===== src/rtl/fpu_uart_pkg.sv =====
// Definitions shared by the FPU UART receive and transmit paths:
// FSM state encoding, default bit period and result word width.
package fpu_uart_pkg;

    localparam int CLKS_PER_BIT_DEFAULT = 87;
    localparam int RESULT_W             = 16;

    typedef enum logic [1:0] {
        IDLE  = 2'd0,
        START = 2'd1,
        DATA  = 2'd2,
        STOP  = 2'd3
    } tx_state_e;

    // Byte 0 is the low half of the result word, byte 1 the high half.
    function automatic logic [7:0] select_byte(input logic [RESULT_W-1:0] word,
                                               input logic                sel);
        return sel ? word[15:8] : word[7:0];
    endfunction

endpackage


===== src/rtl/fpu_result_uart_tx_if.sv =====
// Result-word handshake between the FPU and the UART transmitter.
// A word transfers on any rising clk edge where result_valid and result_ready are both high.
interface fpu_result_uart_tx_if;
    import fpu_uart_pkg::*;

    logic [RESULT_W-1:0] result_data;
    logic                result_valid;
    logic                result_ready;

    modport master (output result_data, output result_valid, input result_ready);
    modport slave  (input result_data, input result_valid, output result_ready);

endinterface


===== src/rtl/fpu_result_uart_tx.sv =====
// Sends a 16-bit FPU result as two back-to-back 8N1 UART frames, low byte first.
// tx_serial and tx_done are registered; fsm_state exposes the sequencer state.
module fpu_result_uart_tx
    import fpu_uart_pkg::*;
#(
    parameter int CLKS_PER_BIT = CLKS_PER_BIT_DEFAULT,
    parameter int DATA_W       = RESULT_W
) (
    input  logic                 clk,
    input  logic                 rst,
    fpu_result_uart_tx_if.slave  res,
    output logic                 tx_serial,
    output logic                 tx_busy,
    output logic                 tx_done,
    output tx_state_e            fsm_state
);

    localparam int BAUD_W = (CLKS_PER_BIT > 2) ? $clog2(CLKS_PER_BIT) : 1;
    localparam logic [BAUD_W-1:0] BAUD_LAST = BAUD_W'(CLKS_PER_BIT - 1);

    tx_state_e         state;
    logic [BAUD_W-1:0] baud_cnt;
    logic [2:0]        bit_idx;
    logic              byte_sel;
    logic [DATA_W-1:0] shadow;
    logic [7:0]        cur_byte;
    logic              baud_tick;
    logic              accept;

    assign cur_byte         = select_byte(shadow, byte_sel);
    assign baud_tick        = (baud_cnt == BAUD_LAST);
    assign res.result_ready = (state == IDLE) && !rst;
    assign accept           = res.result_valid && res.result_ready;
    assign tx_busy          = (state != IDLE);
    assign fsm_state        = state;

    // The line value for the next bit is loaded on the edge that enters it,
    // so tx_serial always changes exactly on bit boundaries.
    always_ff @(posedge clk) begin
        if (rst) begin
            state     <= IDLE;
            baud_cnt  <= '0;
            bit_idx   <= '0;
            byte_sel  <= 1'b0;
            shadow    <= '0;
            tx_serial <= 1'b1;
            tx_done   <= 1'b0;
        end else begin
            tx_done <= 1'b0;
            case (state)
                IDLE: begin
                    baud_cnt  <= '0;
                    bit_idx   <= '0;
                    tx_serial <= 1'b1;
                    if (accept) begin
                        shadow    <= res.result_data;
                        byte_sel  <= 1'b0;
                        tx_serial <= 1'b0;
                        state     <= START;
                    end
                end
                START: begin
                    if (baud_tick) begin
                        baud_cnt  <= '0;
                        bit_idx   <= '0;
                        tx_serial <= cur_byte[0];
                        state     <= DATA;
                    end else begin
                        baud_cnt <= baud_cnt + 1'b1;
                    end
                end
                DATA: begin
                    if (baud_tick) begin
                        baud_cnt <= '0;
                        if (bit_idx == 3'd7) begin
                            tx_serial <= 1'b1;
                            state     <= STOP;
                        end else begin
                            bit_idx   <= bit_idx + 3'd1;
                            tx_serial <= cur_byte[bit_idx + 3'd1];
                        end
                    end else begin
                        baud_cnt <= baud_cnt + 1'b1;
                    end
                end
                STOP: begin
                    if (baud_tick) begin
                        baud_cnt <= '0;
                        if (!byte_sel) begin
                            // High byte follows with no idle gap.
                            byte_sel  <= 1'b1;
                            tx_serial <= 1'b0;
                            state     <= START;
                        end else begin
                            tx_serial <= 1'b1;
                            tx_done   <= 1'b1;
                            state     <= IDLE;
                        end
                    end else begin
                        baud_cnt <= baud_cnt + 1'b1;
                    end
                end
                default: begin
                    tx_serial <= 1'b1;
                    state     <= IDLE;
                end
            endcase
        end
    end

endmodule


===== src/flat_wrapper.sv =====
// flat-port wrapper written by rule: the top's interface ports become plain ports
module fpu_result_uart_tx_flat import fpu_uart_pkg::*;
#(
    parameter int CLKS_PER_BIT = CLKS_PER_BIT_DEFAULT,
    parameter int DATA_W       = RESULT_W
)
  (clk, rst, tx_serial, tx_busy, tx_done, fsm_state, res_result_data, res_result_valid, res_result_ready);
  fpu_result_uart_tx_if res_i ();
  input  logic clk;
  input  logic rst;
  output logic tx_serial;
  output logic tx_busy;
  output logic tx_done;
  output tx_state_e fsm_state;
  input wire logic [$bits(res_i.result_data)-1:0] res_result_data;
  input wire logic [$bits(res_i.result_valid)-1:0] res_result_valid;
  output wire logic [$bits(res_i.result_ready)-1:0] res_result_ready;
  assign res_i.result_data = res_result_data;
  assign res_i.result_valid = res_result_valid;
  assign res_result_ready = res_i.result_ready;
  fpu_result_uart_tx #(.CLKS_PER_BIT(CLKS_PER_BIT), .DATA_W(DATA_W)) u_core (.clk(clk), .rst(rst), .res(res_i), .tx_serial(tx_serial), .tx_busy(tx_busy), .tx_done(tx_done), .fsm_state(fsm_state));
endmodule

===== config.mk =====
export PLATFORM = sky130hd
export DESIGN_NAME = fpu_result_uart_tx_flat
export DESIGN_NICKNAME = d
export VERILOG_FILES = /design/src/rtl/fpu_uart_pkg.sv /design/src/rtl/fpu_result_uart_tx_if.sv /design/src/rtl/fpu_result_uart_tx.sv /design/src/flat_wrapper.sv
export SDC_FILE = /design/constraint.sdc
export NUM_CORES = 1
export LEC_CHECK = 0
export ABC_AREA = 1
export BUFFER_PORTS_ARGS = -buffer_cell sky130_fd_sc_hd__buf_4
export CORE_MARGIN = 2
export CORE_UTILIZATION = 55
export DETAILED_ROUTE_END_ITERATION = 10
export GPL_ROUTABILITY_DRIVEN = 0
export GPL_TIMING_DRIVEN = 0
export MAX_ROUTING_LAYER = met4
export PLACE_DENSITY_LB_ADDON = 0.15
export SLEW_MARGIN = 20
export SYNTH_ARGS = -nofsm -noshare
export SYNTH_HDL_FRONTEND = slang
export SYNTH_SLANG_ARGS = --single-unit
export TNS_END_PERCENT = 50

===== constraint.sdc =====
create_clock -name clk -period 2 [get_ports clk]
set_clock_uncertainty 0.05 [all_clocks]
set_input_delay 0 -clock clk [delete_from_list [all_inputs] [get_ports clk]]
set_output_delay 0 -clock clk [all_outputs]
set_load 0.02 [all_outputs]

==> out/qor.yml, run 1 <==
outcome:
  status: "finished clean"
setup_path:
  start_kind: "flop"
  critical_path_arrival_ns: 1.86
  setup.worst_path.end_class: "flop"
  path_max_fanout: 8
  crit_required_ns: 2.17
  timing_worst_setup_path_type: "reg -> reg"
sta:
  worstMarginPinSlew_ns: 0.397
  report.final.slew_viol_count: 0
  fmax_mhz: 592
  maxSlewHeadroom_pct: 73.5
  fin_ws_ns: 0.312
  rsz0062_at_grt: "no"
  setup_viol_count_final: 0
  tns_ns: 0
  min_period_over_period_pct: 84.4
  hold_viol: 0
  layout_min_cycle_time_ns: 1.69
placed_design:
  pre_cts_slack_ns: 0.355
  place_area_um2: 1780
  io_buffer_count: 24
  hpwl_mm: 2.38
worst_hold_path:
  hold_path.class: "in -> reg"
floorplanning:
  coreArea_um2: 2730
  num_io_pins: 25
  die_area_um2: 3280
  start_util_pct: 57.1
  core.rowCount: 19
  dieHeight_um: 57.3
  die_x_um: 57.3
finish:
  nets: 286
  antenna_cells: 0
  syn2layout_area_growth_pct: 29.3
  fin_area_um2: 2020
  drive_gt1_share_pct: 18.2
  final_core_utilization_pct: 73.9
  final_common_cell: "nand2_1"
  layout_common_cells: "nand2_1 (43), dfxtp_1 (31), inv_1 (26), buf_4 (25)"
global_route:
  grt_pass1_wl_mm: 5.76
  grtUsageTotal_pct: 23.3
  gr-total-overflow: 0
  antenna_found_initial: 0
  first_global_vias: 1402
  grt_max_degree: 11
yosys:
  synth_top_area_share_pct: 39.7
  synth.area.top_cells: "dfxtp_1 (40%), nand2_1 (10%), ha_1 (8.0%)"
  ys_seq_area_share_pct: 39.7
  ys_ff_latch: 31
  ys_warn_count: 0
  synth.distinct_cells: 30
  synth_top_cell_by_area: "dfxtp_1"
  synth_nets: 238
  syn_avg_cell_area_um2: 7.47
  synth_cells: 209
  netlist_area_um2: 1560
drt:
  met2_length_mm: 1.67
  dr_total_vias: 1508
  antenna_left: 0
  firstDrtPassIters: 5
  drt_iter0_markers: 60
  via_per_inst: 5.22
  drc: 0
  wl_per_cell_um: 11.9
  routed_wirelength_mm: 3.43
  met1_length_mm: 1.52
  top_layer: "met4"
  dr_wl_met3_um: 146
power:
  combPwrFrac_pct: 35.9
  power_switching_uw: 649
  p_leak_nw: 0.879
  max-vdd-ir-drop_uv: 894
  internal_power_mw: 1.19
  cellPowerDensity_nw_per_um2: 912
  p_sw_share_pct: 35.2
  p_clk_share_pct: 22.6
  seqPwrFrac_pct: 41.5
clock_tree:
  clkSlewWorstSetupHoldPaths_ns: 0.10
  ctsResizeCount: 0
  cts-htree-levels: 2
  worstSkewPairLatency_ns: 0.33
  holdBufCountCts: 17
  cts_setup_buffers: 0
  cts_tree: "yes"
  cts.sinks: 31
  numCtsBuffers: 5
  clockBufferDepth: 2
  clock-root-buffer: "clkbuf_4"
flow_run:
  drv_cap: 0
[worst paths after layout]
| kind | from | endpoint | slack, ns | cells after the start |
|---|---|---|---|---|
| min | res_result_valid | u_core.shadow[9]$_SDFFE_PP0P_ | 0.13 | 4 |
| min reg2reg | u_core.shadow[2]$_SDFFE_PP0P_ | u_core.shadow[2]$_SDFFE_PP0P_ | 0.41 | 2 |
| max | u_core.fsm_state[0]$_SDFFE_PP0P_ | u_core.fsm_state[1]$_SDFFE_PP0P_ | 0.31 | 6 |
| max reg2reg | u_core.fsm_state[0]$_SDFFE_PP0P_ | u_core.fsm_state[1]$_SDFFE_PP0P_ | 0.31 | 6 |
[power by group through the flow]
| stage | clock [mW] | combinational [mW] | sequential, mW |
|---|---|---|---|
| 4_1_cts | 0.424 | 0.663 | 0.767 |
| 3_5_place_dp | 0 | 0.632 | 0.781 |
| 3_3_place_gp | 0 | 0.622 | 0.779 |
| 2_1_floorplan | 0 | 0.445 | 0.788 |
| 5_1_grt | 0.448 | 0.744 | 0.776 |
| 6_report | 0.416 | 0.661 | 0.765 |
[layout make-up]
class                   instances  area (um^2)
fillers                       228          714
repair buffers                 41          350
inverters                      31          119
clock buffers                   8         68.8
flip-flops and latches         31          621
multi-input cells             141          779
well taps                      31         38.8
plain buffers                   6         42.5
[routing by layer]
metal	GRT usage, %	vias up
met2	39.6	30
met3	7.03	10
met1	25.6	678
met4	8.97	0
li1	-	790
met5	-	-
[synthesized netlist by cell type, drive strengths merged]
library cell and number:
a21oi 22, a31oi 1, and3 1, buf 4, clkbuf 2, dfxtp 31, ha 10, inv 31
nand2 44, nand3 22, nand4 2, nor2 7, nor3 3, nor3b 2, nor4 1, nor4b 1
o211ai 2, o21ai 20, o31ai 2, or2 1
[worst max-delay path, cell delays in order, from the launching register on]
cell and delay, ns:
dfxtp_1 0.50, inv_1 0.14, ha_1 0.32, o31ai_4 0.31, nand2_2 0.09, o21ai_1 0.13
a21oi_1 0.05
[flip-flops by register name, summed over array words and instances, names as in the netlist]
name and count:
u_core.shadow 16, u_core.baud_cnt 7, u_core.bit_idx 3, u_core.byte_sel 1
u_core.fsm_state 2, u_core.tx_serial 1, u_core.tx_done 1
[metrics by stage]
| step | cells | power (mW) | hold WS (ns) |
|---|---|---|---|
| finish | 289 | 1.84 | 0.131 |
| detailed placement | 264 | 1.41 | 0.157 |
| global route | 289 | 1.97 | 0.139 |
| CTS | 289 | 1.85 | 0.122 |
| global placement | 264 | 1.40 | 0.150 |
| floorplan | 209 | 1.23 | 0.0191 |
[cell families after synthesis]
group,after synthesis,synth area share (%)
AO/OA/AOI/OAI,47,17.1
adder cells (fa/ha/maj),10,8.01
buffers and inverters,37,10.3
flip-flops,31,39.7
AND/OR/NAND/NOR,84,24.8
Power figures use the tool's default switching activity.
==> inputs of run 2 (changes only) <==
- clock period: 2 -> 1.7 ns (I/O delays scaled with it)
==> run 2 against run 1 <==
- first-iteration DRC count shrank 3.3%
- cell area grew 0.31%
- sequential power grew 18%
- sequential share of layout area is essentially flat
==> out/qor.yml, run 2 (synthesized netlist as in run 1, its figures left out) <==
outcome:
  status: "finished clean"
sta:
  hold_viol: 0  # unchanged
  setup_viol_count_final: 0  # unchanged
  rsz0062_at_grt: "no"
  maxSlewHeadroom_pct: 73.1  # -0.44 points
  worstMarginPinSlew_ns: 0.404  # +0.00660 ns
  report.final.slew_viol_count: 0  # unchanged
  fmax_mhz: 640  # +8.0%
  layout_min_cycle_time_ns: 1.56  # -0.125 ns
  min_period_over_period_pct: 92.0  # +7.5 points
  holdWs_ns: 0.131  # -0.000153 ns
  fin_ws_ns: 0.136  # -0.175 ns
  tns_ns: 0  # unchanged
placed_design:
  dpl.cell_count: 264  # unchanged
  place_area_um2: 1780  # unchanged
  hpwl_mm: 2.38  # unchanged
  pre_cts_slack_ns: 0.0551  # -0.300 ns
  io_buffer_count: 24  # unchanged
global_route:
  grtUsageTotal_pct: 23.3  # unchanged
  grt_pass1_wl_mm: 5.76  # unchanged
  busiest_layer: "met2"
  met1_usage_pct: 25.6  # unchanged
  gr-total-overflow: 0  # unchanged
  grt_max_degree: 11  # unchanged
  antenna_found_initial: 0  # unchanged
  gr-usage-met2_pct: 39.6  # unchanged
  met3_usage_pct: 7.03  # unchanged
  first_global_vias: 1402  # unchanged
setup_path:
  path_buf_inv: 2  # +1
  setup.worst_path.end_class: "flop"
  worstRegToRegCells: 8  # +2
  critPathMaxStageDelay_ns: 0.38  # -0.12 ns
  worst-path-stages: 8  # +2
  timing_worst_setup_path_type: "reg -> reg"
  path_max_fanout: 8  # unchanged
  critPathTopFamily: "flip-flops"
  crit_required_ns: 1.88  # -0.29 ns
  cp_slowest_cell: "dfxtp_2"
  critical_path_arrival_ns: 1.74  # -0.12 ns
  start_kind: "flop"
  critical_path.cell_chain: "inv_1, ha_2, and3_4, inv_4, a21oi_2, nand2_2, o21ai_1, a21oi_1"
drt:
  firstDrtPassIters: 4  # -1
  wl_per_cell_um: 11.9  # +0.64%
  antenna_left: 0  # unchanged
  dr_total_vias: 1508  # unchanged
  via_per_inst: 5.22  # unchanged
  drc: 0  # unchanged
  routed_wirelength_mm: 3.45  # +0.64%
  drt_iter0_markers: 58  # -3.3%
power:
  p_leak_nw: 0.877  # -0.24%
  internal_power_mw: 1.41  # +18%
  p_clk_share_pct: 22.4  # -0.2 points
  power_switching_uw: 766  # +18%
  max-vdd-ir-drop_uv: 1080  # +21%
  cellPowerDensity_nw_per_um2: 1070  # +18%
  combPwrFrac_pct: 36.0  # about the same
  total_power_mw: 2.18  # +18%
  p_sw_share_pct: 35.2  # -0.047 points
  seqPwrFrac_pct: 41.5  # about the same
finish:
  syn2layout_area_growth_pct: 29.7
  regMostFlops: "u_core.shadow"
  drive_gt1_share_pct: 19.8  # +1.6 points
  largest_reg_flops: 16  # unchanged
  nets: 286  # unchanged
  top_regs: "u_core.shadow: 16 flops, u_core.baud_cnt: 7 flops, u_core.bit_idx: 3 flops"
  stdcell_count: 289  # unchanged
  final_core_utilization_pct: 74.1  # +0.23 points
  layout_common_cells: "nand2_1 (43), dfxtp_1 (30), inv_1 (25), buf_4 (25)"
  final_common_cell: "nand2_1"
  fin_area_um2: 2030  # +0.31%
  antenna_cells: 0  # unchanged
clock_tree:
  clock-root-buffer: "clkbuf_4"
  cts_tree: "yes"
  clockBufferDepth: 2  # unchanged
  cts-htree-levels: 2  # unchanged
  numCtsBuffers: 5  # unchanged
  clkSlewWorstSetupHoldPaths_ns: 0.10  # about the same
  worstSkewPairLatency_ns: 0.33  # about the same
  cts_setup_buffers: 0  # unchanged
  cts.sinks: 31  # unchanged
floorplanning:
  coreArea_um2: 2730  # unchanged
  num_io_pins: 25  # unchanged
  core.rowCount: 19  # unchanged
  dieHeight_um: 57.3  # unchanged
  die_x_um: 57.3  # unchanged
  die_area_um2: 3280  # unchanged
  start_util_pct: 57.1  # unchanged
worst_hold_path:
  min_path_cells: 4  # unchanged
  hold_path.class: "in -> reg"
flow_run:
  drv_cap: 0  # unchanged
## run 2: cell types whose count changed in the layout (fill, tap and decap cells not counted)
cell / delta
dfxtp_1: -1
inv_2: +1
inv_1: -1
dfxtp_2: +1
ha_2: +2
ha_1: -2
## run 2: routing by layer
layer  routed length (um)  up-vias
li1                     -      787
met1                 1540      682
met2                 1690       31
met3                  146        8
met4                   72        0
met5                    0        -
## run 2: cell type report
| class | instances | area [um^2] |
|---|---|---|
| Buffer | 6 | 42.5 |
| Clock buffer | 8 | 68.8 |
| Fill cell | 227 | 708 |
| Inverter | 31 | 119 |
| Multi-Input combinational cell | 141 | 785 |
| Sequential cell | 31 | 622 |
| Tap cell | 31 | 38.8 |
| Timing Repair Buffer | 41 | 350 |
## run 2: path summary, 6_finish.rpt
kind / start / end / slack [ns]
max: u_core.fsm_state[0]$_SDFFE_PP0P_ / u_core.fsm_state[1]$_SDFFE_PP0P_ / 0.14
min reg2reg: u_core.shadow[2]$_SDFFE_PP0P_ / u_core.shadow[2]$_SDFFE_PP0P_ / 0.41
max reg2reg: u_core.fsm_state[0]$_SDFFE_PP0P_ / u_core.fsm_state[1]$_SDFFE_PP0P_ / 0.14
min: res_result_valid / u_core.shadow[9]$_SDFFE_PP0P_ / 0.13
## run 2: power groups by stage
stage          sequential (mW)  combinational [mW]  clock, mW
2_1_floorplan            0.927               0.524          0
3_3_place_gp             0.917               0.732          0
3_5_place_dp             0.919               0.743          0
4_1_cts                  0.902               0.780      0.499
5_1_grt                  0.916               0.882      0.528
6_report                 0.904               0.785      0.488
## run 2: worst reg2reg max path: stages (launching register included)
cell     delay (ns)
dfxtp_2        0.38
inv_1          0.13
ha_2           0.23
and3_4         0.21
inv_4          0.06
a21oi_2        0.15
nand2_2        0.08
o21ai_1        0.13
a21oi_1        0.05
## run 2: what timing repair did
action | in CTS | in global routing
setup endpoints to repair | 0 | 17
hold buffers | 17 | 0
endpoints found under the hold margin | 21 | 0
gates resized for setup | 0 | 4
